File: src/rtl/psum_accum_ctrl.sv
// Output-path engine between the OFIFO and the output SRAM.
// Drains OFIFO rows, merges partial sums lane by lane and writes results back.
module psum_accum_ctrl #(
    parameter int col      = 8,
    parameter int psum_bw  = 32,
    parameter int addr_bw  = 11,
    parameter int SRAM_LAT = 1,
    parameter int SAT      = 0
) (
    input  logic                     clk,
    input  logic                     reset,
    input  logic                     start,
    input  logic [1:0]               mode,
    input  logic [addr_bw-1:0]       base_addr,
    input  logic [addr_bw-1:0]       num_rows,
    input  logic                     ofifo_valid,
    output logic                     ofifo_rd,
    input  logic [col*psum_bw-1:0]   ofifo_data,
    output logic                     sram_rd_en,
    output logic [addr_bw-1:0]       sram_rd_addr,
    input  logic [col*psum_bw-1:0]   sram_rd_data,
    output logic                     sram_wr_en,
    output logic [addr_bw-1:0]       sram_wr_addr,
    output logic [col*psum_bw-1:0]   sram_wr_data,
    output logic                     busy,
    output logic                     done
);

    localparam int W = col * psum_bw;

    typedef enum logic [1:0] {IDLE, RUN, DRAIN, DONE} state_t;

    state_t               state, state_nx;
    logic [1:0]           mode_q;
    logic [addr_bw-1:0]   base_q;
    logic [addr_bw-1:0]   num_q;
    logic [addr_bw-1:0]   issued;
    logic [addr_bw-1:0]   cur_addr;
    logic                 fire;
    logic                 acc;
    logic [SRAM_LAT-1:0]  vld;
    logic [addr_bw-1:0]   vaddr [SRAM_LAT];
    logic [W-1:0]         o_al;
    logic [W-1:0]         res;

    assign fire     = (state == RUN) && ofifo_valid && (issued != num_q);
    assign acc      = mode_q[0] ^ mode_q[1];
    assign cur_addr = base_q + issued;

    assign ofifo_rd     = fire;
    assign sram_rd_en   = fire && acc;
    assign sram_rd_addr = sram_rd_en ? cur_addr : '0;
    assign busy         = (state == RUN) || (state == DRAIN);
    assign done         = (state == DONE);

    always_ff @(posedge clk or negedge reset) begin
        if (!reset) begin
            state  <= IDLE;
            mode_q <= '0;
            base_q <= '0;
            num_q  <= '0;
            issued <= '0;
        end else begin
            state <= state_nx;
            if (state == IDLE && start) begin
                mode_q <= mode;
                base_q <= base_addr;
                num_q  <= num_rows;
                issued <= '0;
            end else if (fire) begin
                issued <= issued + 1'b1;
            end
        end
    end

    always_comb begin
        state_nx = state;
        unique case (state)
            IDLE:  if (start) state_nx = (num_rows == '0) ? DONE : RUN;
            RUN:   if (issued == num_q) state_nx = DRAIN;
            DRAIN: if (vld == '0) state_nx = DONE;
            DONE:  state_nx = IDLE;
        endcase
    end

    // Row tag pipeline: one slot per cycle of SRAM read latency
    always_ff @(posedge clk or negedge reset) begin
        if (!reset) begin
            vld <= '0;
            for (int k = 0; k < SRAM_LAT; k++) vaddr[k] <= '0;
        end else begin
            vld[0]   <= fire;
            vaddr[0] <= cur_addr;
            for (int k = 1; k < SRAM_LAT; k++) begin
                vld[k]   <= vld[k-1];
                vaddr[k] <= vaddr[k-1];
            end
        end
    end

    // OFIFO data arrives one cycle after the pop; stretch it to meet the SRAM data
    generate
        if (SRAM_LAT == 1) begin : g_nodly
            assign o_al = ofifo_data;
        end else begin : g_dly
            logic [W-1:0] sh [SRAM_LAT-1];
            always_ff @(posedge clk or negedge reset) begin
                if (!reset) begin
                    for (int k = 0; k < SRAM_LAT-1; k++) sh[k] <= '0;
                end else begin
                    sh[0] <= ofifo_data;
                    for (int k = 1; k < SRAM_LAT-1; k++) sh[k] <= sh[k-1];
                end
            end
            assign o_al = sh[SRAM_LAT-2];
        end
    endgenerate

    always_comb begin : lane_math
        logic signed [psum_bw-1:0] o, s, sumr, r;
        logic        [psum_bw:0]   sum;
        res  = '0;
        o    = '0;
        s    = '0;
        sumr = '0;
        r    = '0;
        sum  = '0;
        for (int i = 0; i < col; i++) begin
            o   = o_al[i*psum_bw +: psum_bw];
            s   = sram_rd_data[i*psum_bw +: psum_bw];
            sum = {o[psum_bw-1], o} + {s[psum_bw-1], s};
            if (SAT != 0 && (sum[psum_bw] != sum[psum_bw-1]))
                sumr = sum[psum_bw] ? {1'b1, {(psum_bw-1){1'b0}}}
                                    : {1'b0, {(psum_bw-1){1'b1}}};
            else
                sumr = sum[psum_bw-1:0];
            unique case (mode_q)
                2'b00: r = o;
                2'b01: r = sumr;
                2'b10: r = sumr[psum_bw-1] ? '0 : sumr;
                2'b11: r = o[psum_bw-1] ? '0 : o;
            endcase
            res[i*psum_bw +: psum_bw] = r;
        end
    end

    always_ff @(posedge clk or negedge reset) begin
        if (!reset) begin
            sram_wr_en   <= 1'b0;
            sram_wr_addr <= '0;
            sram_wr_data <= '0;
        end else begin
            sram_wr_en <= vld[SRAM_LAT-1];
            if (vld[SRAM_LAT-1]) begin
                sram_wr_addr <= vaddr[SRAM_LAT-1];
                sram_wr_data <= res;
            end
        end
    end

endmodule

File: config.mk
export PLATFORM = sky130hd
export DESIGN_NAME = psum_accum_ctrl
export DESIGN_NICKNAME = d
export VERILOG_FILES = /design/src/rtl/psum_accum_ctrl.sv
export SDC_FILE = /design/constraint.sdc
export NUM_CORES = 1
export LEC_CHECK = 0
export ABC_AREA = 1
export BUFFER_PORTS_ARGS = -buffer_cell sky130_fd_sc_hd__buf_2
export CORE_AREA = 2 2 318 320
export CTS_CLUSTER_DIAMETER = 150
export DETAILED_ROUTE_END_ITERATION = 7
export DIE_AREA = 0 0 320 322
export PLACE_DENSITY = 0.58
export SLEW_MARGIN = 10
export SYNTH_ARGS = -nofsm -noshare
export SYNTH_HDL_FRONTEND = slang
export SYNTH_SLANG_ARGS = --single-unit
export TNS_END_PERCENT = 20
File: constraint.sdc
create_clock -name clk -period 3.1 [get_ports clk]
set_input_delay 0.465 -clock clk [delete_from_list [all_inputs] [get_ports clk]]
set_output_delay 0.465 -clock clk [all_outputs]
set_load 0.01 [all_outputs]
==> metrics.cfg <==
[finish]
seq_area_sq_um=7940
commonest_non_fill_non_tap_cell_in_the_layout=nand2_1
finalInstanceArea_sq_um=40800
fillerInstances=11011
drive_gt1_frac=0.177
finish.utilization=0.410
layout_overhead_on_the_synthesized_area_pct=23.2
finish.net_count=7029
multi_input_area_sq_um=21800
mostFrequentLayoutCells=1657 x nand2_1, 821 x buf_2, 730 x inv_1, 704 x a21oi_1, 555 x nor2_1

[sta]
drv_slew=0
worst_case_hold_slack_ns=0.0544
setup_slack_ns=-0.131
finClkSkew_ns=0.0427
achievable-frequency_mhz=309
tightestPinTransition_ns=1.27
setup_viol=3
rsz_0062_raised_after_global_routing=yes
fin_setup_tns_ns=-0.259
fin_crit_sh=1.04
timing_hold_violations_final=0
period_needed_ns=3.23
maxSlewHeadroom=0.152

[logic_synthesis]
edff_count_synth=0
async_reset_ff_frac=1.00
mappedNetlistArea_sq_um=33200
dominantRegCellSynth=dfrtp_1
yosys_warnings=0
synthDominantCellAreaShare=0.239
syn_area_per_cell_sq_um=6.15
synth.yosys.seq_area_share=0.239
post_synth_inst_count=5393
synth.top_cells.by_area=dfrtp_1 24%, nand2_1 19%, a21oi_1 11%, ha_1 10%, inv_1 8.3%
ys_seq_elements=317
synth_top_cell_by_area=dfrtp_1
yosys.cell_types.count=38
synth_nets=6210

[clocking]
cts.reportedPaths.clkPinSlew_ns=0.06
tritoncts=yes
cts_buffer_depth=3
cts_max_level=2
cts.root.buffer_cell=clkbuf_16
worst_skew_pair.late_latency_ns=0.65
tritoncts.num_buffers=46
clock_sink_count=317

[run_status]
failed_checks=setup timing
outcome=complete, but fails checks

[floorplan]
dieWidth_um=320
floorplan.initialDensity=0.333
rows=116
die-height_um=322
design.core.area_sq_um=99600
pin_count=823
total_die_area_sq_um=103000

[global_route]
globalRoute.totalOverflow=0
antenna_found_initial=42
maximum_number_of_pins_on_one_net_before_global_route_repair=155
grt_pass1_wl_mm=225
grt.total_usage=0.284
first_global_vias=37133

[critical_path]
cp-start-kind=register
cp.buffers_inverters=2
timing.reg2reg.worst_path_depth=10
highest_delay_cell_along_the_critical_path=dfrtp_1
dominant_delay_contributor_by_cell_family_on_the_critical_path=simple AND/OR/NAND/NOR gates
critical_path_cell_count=13
critical_setup_path_kind=register to output port
crit_fanout=2
maximum_single_stage_delay_on_the_critical_path_ns=0.37
worst_path_most_repeated_cell=nand2_1
worstPathCellList=ha_2 > inv_2 > fa_2 > nand3b_1 > nand2_2 > a21oi_2 > o21ai_2 > nand2_1 > nand2_1 > a21oi_1 > xor2_1 > nor2_1 > buf_2
worst_setup_path_end_kind=output port
cp.required_ns=2.63
critPathArrivalTime_ns=2.77

[power_and_ir_drop]
total_power_uw=29900
ir_worst_vdd_uv=527
pwr-share-clk=0.191
pwr-share-comb=0.554
power_per_cell_area_nw_per_um2=733
cellInternalPower_uw=15200
total_leakage_power_uw=0.0228
switchingPower_uw=14700
net_sw_frac=0.492
power.sequential.fraction=0.254

[placed_design]
placement.io_buffers=822
place.detailed.hpwl_mm=126
placed_cell_area_sq_um=38900
gp_congestion=1.00

[run]
drv_cap=0

[drt]
drt-vias-per-instance=5.06
avgRoutedWirePerCell_um=20.1
drtPass1Iterations=6
drtAntennaViolNets=0
dr.first_iter.drc_count=2741
vias=38272
routed_wl_mm=152
remaining_drc_errors=0

[worst_hold_path]
worst_hold_path.num_cells=3
min-delay-path-class=primary input to register

==> power groups by stage <==
| stage | clock network (uW) | registers (uW) | logic [uW] |
|---|---|---|---|
| after detailed placement | 0 | 7630 | 16500 |
| after global placement | 0 | 7630 | 16400 |
| after floorplan | 0 | 8100 | 9160 |
| after global routing | 6030 | 7810 | 18300 |
| final | 5720 | 7610 | 16600 |
| after CTS | 5870 | 7610 | 16600 |
==> state kept, by name (all words and copies together), names as in the netlist <==
register,flops
sram_wr_data,256
base_q,11
issued,11
num_q,11
sram_wr_addr,11
vaddr,11
mode_q,2
state,2
sram_wr_en,1
vld,1
==> worst reg2reg max path, stage by stage (launching register included) <==
cell	delay, ns
dfrtp_1	0.38
buf_4	0.14
xnor2_1	0.16
nand2_1	0.08
nor3_1	0.20
nand4_1	0.14
nand2_1	0.15
nor2_4	0.11
nor2_1	0.73
nand2_1	0.10
nand2_1	0.15
==> kinds of logic (layout without fill, tap and decap cells) <==
kind of cell               Yosys count  after routing  share of synthesized area
adders and majority gates          277            277                      0.107
AOI/OAI and AO/OA                  918            918                      0.147
buffers and inverters              887           1742                      0.107
and+or+nand+nor                   2827           2827                      0.356
xor gates and xnor gates           166            166                     0.0439
other                                0             17                          0
muxes                                1              1                   0.000302
DFF                                317            317                      0.239
==> metrics by stage <==
step	std cells	setup WS (ns)
after floorplan	5393	0.477
after global placement	7442	0.0171
after detailed placement	7442	-0.0545
after CTS	7544	-0.204
after global routing	7557	-0.294
final	7563	-0.131
==> path summary, 6_finish.rpt <==
check / startpoint / endpoint / slack (ns)
min reg2reg: vaddr[6] / sram_wr_addr[6] / 0.44
max: base_q[0] / sram_rd_addr[10] / -0.13
max reg2reg: issued[0] / issued[7] / 0.68
max in group asynchronous: reset / sram_wr_data[232] / 1.87
min: base_addr[1] / base_q[1] / 0.05
min in group asynchronous: reset / sram_wr_data[120] / 0.35
==> repair_timing <==
item	CTS	global route
endpoints found under the hold margin	49	0
hold buffers	15	0
setup endpoints to repair	13	12
gates resized for setup	13	6
pin swaps	4	4
buffers inserted	3	2
==> layer usage <==
layer  global-route usage  vias up  wire length, um
li1                     -    18950                -
met1                0.358    17777            65200
met2                0.482     1227            71000
met3               0.0545      284             9620
met4                0.102       34             5740
met5                    0        -              230
==> cells in the mapped netlist (2+ instances only) <==
cell type	count
nand2_1	1659
inv_1	732
a21oi_1	706
nor2_1	558
nand3_1	380
dfrtp_1	317
ha_1	268
xor2_1	127
o21ai_0	117
clkbuf_1	95
nand3b_1	55
nand4_1	41
xnor2_1	39
o21bai_1	37
nand2_2	35
nor3_1	35
buf_2	26
nand3_2	26
a21oi_2	25
buf_6	25
a21o_1	23
nor4_1	14
fa_1	9
nor2_2	6
or2_2	6
inv_2	5
o31ai_1	5
and2_1	4
nand2_4	4
nand2b_1	3
o21a_1	3
clkinv_1	2
==> area by class of cell <==
class / instances / area share
Antenna cell: 17 / 0.00104
Multi-Input combinational cell: 4189 / 0.533
Tap cell: 1298 / 0.0398
Sequential cell: 317 / 0.194
Clock inverter: 20 / 0.00769
Inverter: 739 / 0.0683
Clock buffer: 64 / 0.0318
Timing Repair Buffer: 919 / 0.124
(Power assumes the default switching activity.)
